===== src/rtl/mm2s_key_loader_pkg.sv =====
// ----------------------------------------------------------------------------
// mm2s_key_loader_pkg
//   Shared definitions for the MM2S key loader:
//     state_t        : loader FSM state encoding (IDLE / KEY / DRAIN / ARMED)
//     KEY_WIDTH      : width of the assembled AES key (256)
//     KEY_WORD_WIDTH : width of one control-stream key word (32)
//     MAX_KEY_WORDS  : number of key words that fit in the key (8)
//     FLAG_NIBBLE    : default value required in flag word bits [31:28]
// ----------------------------------------------------------------------------
package mm2s_key_loader_pkg;

   typedef enum logic [1:0] {
      ST_IDLE  = 2'd0,
      ST_KEY   = 2'd1,
      ST_DRAIN = 2'd2,
      ST_ARMED = 2'd3
   } state_t;

   localparam int         KEY_WIDTH      = 256;
   localparam int         KEY_WORD_WIDTH = 32;
   localparam int         MAX_KEY_WORDS  = KEY_WIDTH / KEY_WORD_WIDTH;
   localparam logic [3:0] FLAG_NIBBLE    = 4'hA;

endpackage


===== src/rtl/mm2s_key_loader.sv =====
// ----------------------------------------------------------------------------
// mm2s_key_loader
//   Parses the DMA MM2S control stream (flag word followed by key words) into a
//   256-bit AES key and gates the MM2S data stream so a packet's payload only
//   reaches the AES stage once that packet's key is loaded. The key is held
//   until the data tlast handshake of the packet.
//
// Ports
//   m_axi_mm2s_aclk          : clock
//   mm2s_prmry_reset_out_n   : asynchronous active-low reset
//   m_axis_mm2s_cntrl_*      : control stream in (tdata/tkeep/tvalid/tlast, tready out)
//   m_axis_mm2s_*            : data stream in (tdata/tkeep/tvalid/tlast, tready out)
//   aes_*                    : data stream out to AES stage (tready in)
//   aes_key / aes_key_valid  : assembled key and "key loaded, gate open"
//   key_err                  : one-cycle pulse after a control packet with a bad flag
//   key_dbg                  : {pkt_cnt, err_cnt} when MM2S_KEY_LOADER_DBG_EN is
//                              defined, otherwise tied to zero
//
// Build option
//   MM2S_KEY_LOADER_DBG_EN : enables the packet/error debug counters on key_dbg.
// ----------------------------------------------------------------------------
module mm2s_key_loader
   import mm2s_key_loader_pkg::*;
#(
   parameter int         C_M_AXIS_MM2S_TDATA_WIDTH       = 128,
   parameter int         C_M_AXIS_MM2S_CNTRL_TDATA_WIDTH = 32,
   parameter int         C_KEY_WORDS                     = 8,
   parameter logic [3:0] C_FLAG_NIBBLE                   = FLAG_NIBBLE
)(
   input  logic                                         m_axi_mm2s_aclk,
   input  logic                                         mm2s_prmry_reset_out_n,
   input  logic [C_M_AXIS_MM2S_CNTRL_TDATA_WIDTH-1:0]   m_axis_mm2s_cntrl_tdata,
   input  logic [C_M_AXIS_MM2S_CNTRL_TDATA_WIDTH/8-1:0] m_axis_mm2s_cntrl_tkeep,
   input  logic                                         m_axis_mm2s_cntrl_tvalid,
   input  logic                                         m_axis_mm2s_cntrl_tlast,
   output logic                                         m_axis_mm2s_cntrl_tready,
   input  logic [C_M_AXIS_MM2S_TDATA_WIDTH-1:0]         m_axis_mm2s_tdata,
   input  logic [C_M_AXIS_MM2S_TDATA_WIDTH/8-1:0]       m_axis_mm2s_tkeep,
   input  logic                                         m_axis_mm2s_tvalid,
   input  logic                                         m_axis_mm2s_tlast,
   output logic                                         m_axis_mm2s_tready,
   output logic [C_M_AXIS_MM2S_TDATA_WIDTH-1:0]         aes_tdata,
   output logic [C_M_AXIS_MM2S_TDATA_WIDTH/8-1:0]       aes_tkeep,
   output logic                                         aes_tvalid,
   output logic                                         aes_tlast,
   input  logic                                         aes_tready,
   output logic [KEY_WIDTH-1:0]                         aes_key,
   output logic                                         aes_key_valid,
   output logic                                         key_err,
   output logic [31:0]                                  key_dbg
);

   state_t     state_reg, state_next;
   logic [3:0] cnt_reg;
   logic [3:0] cnt_next;
   logic       flag_ok_reg;
   logic       key_err_reg;

   logic       armed;
   logic       ctl_hs;
   logic       dat_hs;
   logic       flag_ok;
   logic       key_clr;
   logic       unused_cntrl_tkeep;

   // Control tkeep carries no information for this block.
   assign unused_cntrl_tkeep = ^m_axis_mm2s_cntrl_tkeep;

   // The next packet's control is back-pressured while a key is in use.
   assign armed                    = (state_reg == ST_ARMED);
   assign m_axis_mm2s_cntrl_tready = ~armed;
   assign ctl_hs                   = m_axis_mm2s_cntrl_tvalid & ~armed;
   assign flag_ok = (m_axis_mm2s_cntrl_tdata[C_M_AXIS_MM2S_CNTRL_TDATA_WIDTH-1 -: 4] == C_FLAG_NIBBLE);

   // Data gate: zero-latency pass-through while armed, stalled otherwise.
   assign aes_tdata          = m_axis_mm2s_tdata;
   assign aes_tkeep          = m_axis_mm2s_tkeep;
   assign aes_tvalid         = armed & m_axis_mm2s_tvalid;
   assign aes_tlast          = armed & m_axis_mm2s_tlast;
   assign m_axis_mm2s_tready = armed & aes_tready;
   assign dat_hs             = m_axis_mm2s_tvalid & m_axis_mm2s_tready;

   assign aes_key_valid = armed;
   assign key_err       = key_err_reg;

   // A good flag word starts a fresh key, even when the packet carries no key words.
   assign key_clr  = (state_reg == ST_IDLE) & ctl_hs & flag_ok;
   // Word counter saturates so an over-long packet can never wrap onto word 0.
   assign cnt_next = (cnt_reg < 4'(C_KEY_WORDS)) ? cnt_reg + 4'd1 : cnt_reg;

   always_ff @(posedge m_axi_mm2s_aclk or negedge mm2s_prmry_reset_out_n) begin
      if (!mm2s_prmry_reset_out_n) begin
         state_reg <= ST_IDLE;
      end else begin
         state_reg <= state_next;
      end
   end

   always_comb begin
      state_next = state_reg;
      case (state_reg)
         ST_IDLE: begin
            if (ctl_hs) begin
               if (flag_ok) begin
                  state_next = m_axis_mm2s_cntrl_tlast ? ST_ARMED : ST_KEY;
               end else begin
                  state_next = m_axis_mm2s_cntrl_tlast ? ST_IDLE : ST_DRAIN;
               end
            end
         end
         ST_KEY: begin
            if (ctl_hs) begin
               if (m_axis_mm2s_cntrl_tlast) begin
                  state_next = ST_ARMED;
               end else if (cnt_next == 4'(C_KEY_WORDS)) begin
                  state_next = ST_DRAIN;
               end
            end
         end
         ST_DRAIN: begin
            if (ctl_hs && m_axis_mm2s_cntrl_tlast) begin
               state_next = flag_ok_reg ? ST_ARMED : ST_IDLE;
            end
         end
         ST_ARMED: begin
            if (dat_hs && m_axis_mm2s_tlast) begin
               state_next = ST_IDLE;
            end
         end
         default: state_next = ST_IDLE;
      endcase
   end

   // flag_ok_reg remembers whether a packet being drained should still arm.
   always_ff @(posedge m_axi_mm2s_aclk or negedge mm2s_prmry_reset_out_n) begin
      if (!mm2s_prmry_reset_out_n) begin
         cnt_reg     <= 4'd0;
         flag_ok_reg <= 1'b0;
         key_err_reg <= 1'b0;
      end else begin
         key_err_reg <= 1'b0;
         if (state_reg == ST_IDLE && ctl_hs) begin
            cnt_reg     <= 4'd0;
            flag_ok_reg <= flag_ok;
            key_err_reg <= ~flag_ok;
         end else if (state_reg == ST_KEY && ctl_hs) begin
            cnt_reg <= cnt_next;
         end
      end
   end

   // One register per key word; word 0 is the most significant 32 bits.
   genvar gi;
   generate
      for (gi = 0; gi < MAX_KEY_WORDS; gi++) begin : g_key_word
         logic [KEY_WORD_WIDTH-1:0] word_reg;
         logic                      word_we;

         assign word_we = (gi < C_KEY_WORDS) && (state_reg == ST_KEY) && ctl_hs &&
                          (cnt_reg == 4'(gi));

         always_ff @(posedge m_axi_mm2s_aclk or negedge mm2s_prmry_reset_out_n) begin
            if (!mm2s_prmry_reset_out_n) begin
               word_reg <= '0;
            end else if (key_clr) begin
               word_reg <= '0;
            end else if (word_we) begin
               word_reg <= m_axis_mm2s_cntrl_tdata;
            end
         end

         assign aes_key[KEY_WIDTH-1-KEY_WORD_WIDTH*gi -: KEY_WORD_WIDTH] = word_reg;
      end
   endgenerate

`ifdef MM2S_KEY_LOADER_DBG_EN
   logic [15:0] pkt_cnt_reg;
   logic [15:0] err_cnt_reg;

   always_ff @(posedge m_axi_mm2s_aclk or negedge mm2s_prmry_reset_out_n) begin
      if (!mm2s_prmry_reset_out_n) begin
         pkt_cnt_reg <= 16'd0;
         err_cnt_reg <= 16'd0;
      end else begin
         if (armed && dat_hs && m_axis_mm2s_tlast) begin
            pkt_cnt_reg <= pkt_cnt_reg + 16'd1;
         end
         if (key_err_reg) begin
            err_cnt_reg <= err_cnt_reg + 16'd1;
         end
      end
   end

   assign key_dbg = {pkt_cnt_reg, err_cnt_reg};
`else
   assign key_dbg = 32'h0;
`endif

endmodule


===== config.mk =====
export PLATFORM = sky130hd
export DESIGN_NAME = mm2s_key_loader
export DESIGN_NICKNAME = d
export VERILOG_FILES = /design/src/rtl/mm2s_key_loader_pkg.sv /design/src/rtl/mm2s_key_loader.sv
export SDC_FILE = /design/constraint.sdc
export NUM_CORES = 1
export LEC_CHECK = 0
export ABC_AREA = 1
export BUFFER_PORTS_ARGS = -buffer_cell sky130_fd_sc_hd__clkbuf_2
export CORE_AREA = 2 2 243 245
export DETAILED_ROUTE_END_ITERATION = 16
export DIE_AREA = 0 0 245 247
export MAX_ROUTING_LAYER = met4
export PLACE_DENSITY_LB_ADDON = 0.15
export RECOVER_POWER = 25
export SYNTH_ARGS = -nofsm -noshare
export SYNTH_HDL_FRONTEND = slang
export SYNTH_SLANG_ARGS = --single-unit

===== constraint.sdc =====
create_clock -name m_axi_mm2s_aclk -period 4.75 [get_ports m_axi_mm2s_aclk]
set_input_delay 0.95 -clock m_axi_mm2s_aclk [delete_from_list [all_inputs] [get_ports m_axi_mm2s_aclk]]
set_output_delay 0.95 -clock m_axi_mm2s_aclk [all_outputs]
set_load 0.03 [all_outputs]

Word-level counts from Yosys, hierarchy flattened. Cells that the tools add are included.

Flip-flop bits (word level): 264. Input port bits: 187. Output and inout bits: 438. Logic and storage cells: 95.

Add/subtract/negate cells: 1. Order comparisons: 1. Equal/unequal tests: 17. Muxes and demuxes: 31. Bitwise logic cells: 9. Reduce and logical (&&, ||, !) cells: 24.

Operators with widths (number): 32-bit two-way mux (16); 2-bit two-way mux (10); 2-bit nonzero test (9); 4-bit by 3-bit equality test with 1-bit output, second input constant (4); 1-bit logical AND (12); 4-bit two-way mux (3); 4-bit by 2-bit equality test with 1-bit output, second input constant (2); 4-bit equality test, second input constant (2); 2-bit one-hot mux with 4 select lines (1); 1-bit bitwise AND (7); 2-bit != test, second input constant (3); 5-bit AND reduction (1); 4-bit by 1-bit adder with 4-bit output, second input constant (1); 2-bit equality test, second input constant (2); 4-bit by 1-bit equality test with 1-bit output, second input constant (1); 4-bit logical NOT (1); 4-bit less-than comparator, second input constant (1); 3-bit != test, second input constant (1); 2-bit by 1-bit equality test with 1-bit output, second input constant (1); 2-bit logical NOT (1); 2-bit by 1-bit != test with 1-bit output, second input constant (1); 1-bit inverter (2); 1-bit two-way mux (1).

Longest topological paths before layout.
Word-level depth: 7. Depth in mapped cells: 10.

Worst setup path before layout. OpenSTA, ideal clock, no wires.

Path type: in2out. From: input port aes_tready. To: output port m_axis_mm2s_tready. Arrival time: 1415 ps. Path slack: 2385 ps. Cell stages on the path: 2. Cell sequence: inv_1 -> nor2_1.

Word-level cells in the longest chain between the ends: 1.

Ends and longest elaborated chain: start: declaration (RTL line mm2s_key_loader.sv:46) `input logic aes_tready,`; 1-bit bitwise AND (RTL line mm2s_key_loader.sv:80) `assign m_axis_mm2s_tready = armed & aes_tready;`; end: declaration (RTL line mm2s_key_loader.sv:41) `output logic m_axis_mm2s_tready,`.

Every way passes these cells.

Final worst setup path.
From: input port m_axis_mm2s_cntrl_tdata[30]. To: register g_key_word[4].word_reg[21].

Word-level cells in the longest chain between the ends: 3. Elaborated cells on any way between the ends: 4. Classes of those cells: 1 x eq/ne; 1 x mux; 1 x bitwise; 1 x reduce/logical.

Ends and longest elaborated chain: start: declaration (RTL line mm2s_key_loader.sv:32) `input logic [C_M_AXIS_MM2S_CNTRL_TDATA_WIDTH-1:0] m_axis_mm2s_cntrl_tdata,`; 4-bit equality test (*) (RTL line mm2s_key_loader.sv:73) `assign flag_ok = (m_axis_mm2s_cntrl_tdata[C_M_AXIS_MM2S_CNTRL_TDATA_WIDTH-1 -: 4] == C_FLAG_NIBBLE);`; 1-bit bitwise AND (*) (RTL line mm2s_key_loader.sv:87) `assign key_clr = (state_reg == ST_IDLE) & ctl_hs & flag_ok;`; 32-bit two-way mux or 2-bit nonzero test (tied branches); end signal: assignment (RTL line mm2s_key_loader.sv:168) `word_reg <= m_axis_mm2s_cntrl_tdata;`; end: declaration (RTL line mm2s_key_loader.sv:156) `logic [KEY_WORD_WIDTH-1:0] word_reg;`.

Every way passes the cells marked *; elsewhere a longest branch is shown, timed or not. A chain may end at the register's enable or synchronous reset.

==> metrics <==
DP Area=0.0125 sq mm; Layout Skew=0.0145 ns; Boundary Pins=625; setup TNS=0 ns; Post-CTS Hold Fix Bufs=0; clk slew on worst S/H paths=0.05 ns; HPWL after detailed placement=25700 microns; most instantiated cells after synthesis=nand2_1 (328), dfrtp_1 (264), buf_4 (177); Final WS setup=1.84 ns; final worst-path cycle share=61.4%; Post-CTS Setup Repair Bufs=0; VDD IR-drop max=0.000273 V; antenna violations before repair=0; grt ovf=0; placed cells=2039; Die Ht=247 microns; antenna viol nets, final=0; Post-synth EDFFs=0; IO buf count=300; Mapped Cells=1146; total number of vias=8009; Top FF cell, synth=dfrtp_1; worst-path fanout max=36; first-pass GRT wire length=53800 microns; NumNets Final=1493; sequential area share after synthesis=57.5%; synth warn=0; Synth Area per Inst=10.0 sq um; critical path type=in2reg; HP Start=g_key_word[5].word_reg[30]$_DFFE_PN0P_; pre-CTS setup slack=1.36 ns; Final Wtd Congestion=0.733; Lkg Pwr=6.87 nW; ANT cells=0; area of the mapped netlist=0.0115 sq mm; FF-to-FF Start=state_reg[0]$_DFFE_PN0P_; area grow syn2layout=17.1%; total core area=0.0582 sq mm; CTS-repair resized insts=0; setup violators final=0; Rows=89; Total GRT Usage=12.4%; reg-to-reg setup timing slack=2.05 ns; Internal Power=5.84 mW; Max-slew headroom=-24.6%; Slew Limit Fails=104; max-cap viol count=2; Die Width=245 microns; die area=0.0605 sq mm; DRC Markers=0; total wire length=37000 microns; Gate power share=42.1%; fmax=343 MHz; PD cells=799 mW/mm^2; first-pass detailed-route iteration total=5; share of layout cells above drive strength 1=32.3%; Synth top area share=57.5%; #FFs+latches synth=264; Critical Path RT=5.19 ns; CP Capture Type=flip-flop; initial core utilization=19.7%; fillers=6454; Max clock buf depth=3; CP startpoint kind=primary input; CTS Sinks=264; htree depth=2; failing checks=capacitance limit, slew limit; via/cell ratio=3.82; Synth area leader=dfrtp_1; final hold vios=0; count leader, synth=nand2_1; total CTS buffers=34; fin crit period=2.91 ns; sequential fraction of design power=35.7%; Clock power frac=22.2%; non-filler instance count after layout=2096; CP arrival=3.35 ns; DR iter-0 viols=432; switching pwr=4.91 mW; sw frac=45.7%; RSZ-0062 raised after global routing=no; Netlist cell types=26; vias in the first global route=7890; number of flip-flops in the largest register=256; Clk Latency, worst-skew pair=0.53 ns; CTS tree=yes; largest net degree at the start of global routing=116; detailed-route wire length per cell=17.6 microns; Tightest Hold Check Type=reg2reg; final instance area=0.0135 sq mm; Worst setup startpoint=m_axis_mm2s_cntrl_tdata[30]; worst slew pin tran=1.87 ns; root buf cell=clkbuf_16; status=complete, but fails checks; Synth area leaders=dfrtp_1 (58%), buf_4 (12%), nand2_1 (11%); asr flop ratio synth=100%
[final cells by class]
class                           count  area, sq um  area share, %
Clock buffer                       51          966           7.18
Inverter                           23         92.6          0.688
Clock inverter                      6         33.8          0.251
Multi-Input combinational cell    661         3130           23.2
Sequential cell                   264         6610           49.1
Tap cell                          773          967           7.19
Timing Repair Buffer              318         1660           12.4
[kinds of logic after synthesis]
| kind of cell | synth area share [%] |
|---|---|
| AND/OR/NAND/NOR | 13.3 |
| flip-flops | 57.5 |
| AO/OA/AOI/OAI | 12.5 |
| buffers and inverters | 16.2 |
| adder cells (fa/ha/maj) | 0.436 |
| other | 0.0326 |
[power by group through the flow]
stage                     clock (mW)  combinational (mW)  sequential [mW]
after floorplan                    0                1.28             5.84
after global placement             0                4.62             3.85
after detailed placement           0                4.62             3.88
after CTS                       2.51                4.63             3.86
after global routing            2.61                4.90             3.98
final                           2.39                4.52             3.84
[critical path, cell delays in order]
cell      delay (ns)
clkbuf_1        0.41
nor2_2          0.08
nand2_2         0.15
nor2_8          0.08
inv_6           0.34
o21ai_2         0.12
inv_2           0.55
buf_4           0.43
nand2_1         0.09
o21ai_1         0.08
[per-layer routing]
metal / vias to the layer above / routed length (microns) / track usage [%]
li1: 3836 / - / -
met5: - / 0 / -
met4: 0 / 862 / 3.68
met1: 3792 / 15900 / 15.3
met2: 324 / 16900 / 18.6
met3: 57 / 3290 / 4.84
[through the flow]
stage	hold slack (ns)	utilization [%]	total power, mW
detailed placement	0.462	21.5	8.50
global placement	0.460	21.5	8.47
finish	0.469	23.1	10.7
CTS	0.476	23.2	11.0
floorplan	0.449	-	7.12
global route	0.493	23.1	11.5
[path summary, 6_finish.rpt]
kind,endpoint,cells past startpoint
max,g_key_word[4].word_reg[21]$_DFFE_PN0P_,10
min reg2reg,g_key_word[5].word_reg[30]$_DFFE_PN0P_,2
max reg2reg,g_key_word[4].word_reg[21]$_DFFE_PN0P_,9
min,g_key_word[5].word_reg[30]$_DFFE_PN0P_,2
min in group asynchronous,g_key_word[5].word_reg[22]$_DFFE_PN0P_,1
max in group asynchronous,g_key_word[3].word_reg[4]$_DFFE_PN0P_,2
[cells in the final DEF (no fill, tap or decap), drive strengths merged]
cell type | netlist | layout
clkbuf | 0 | 352
clkinv | 0 | 6
o21ai | 255 | 255
a21oi | 1 | 1
inv | 23 | 23
o22ai | 1 | 1
dfrtp | 264 | 264
ha | 4 | 4
nor2 | 19 | 19
conb | 1 | 32
nand3b | 1 | 1
buf | 229 | 17
nand2 | 336 | 336
nor3 | 1 | 1
nand3 | 11 | 11
No activity file was read; power rests on OpenSTA's default activity.
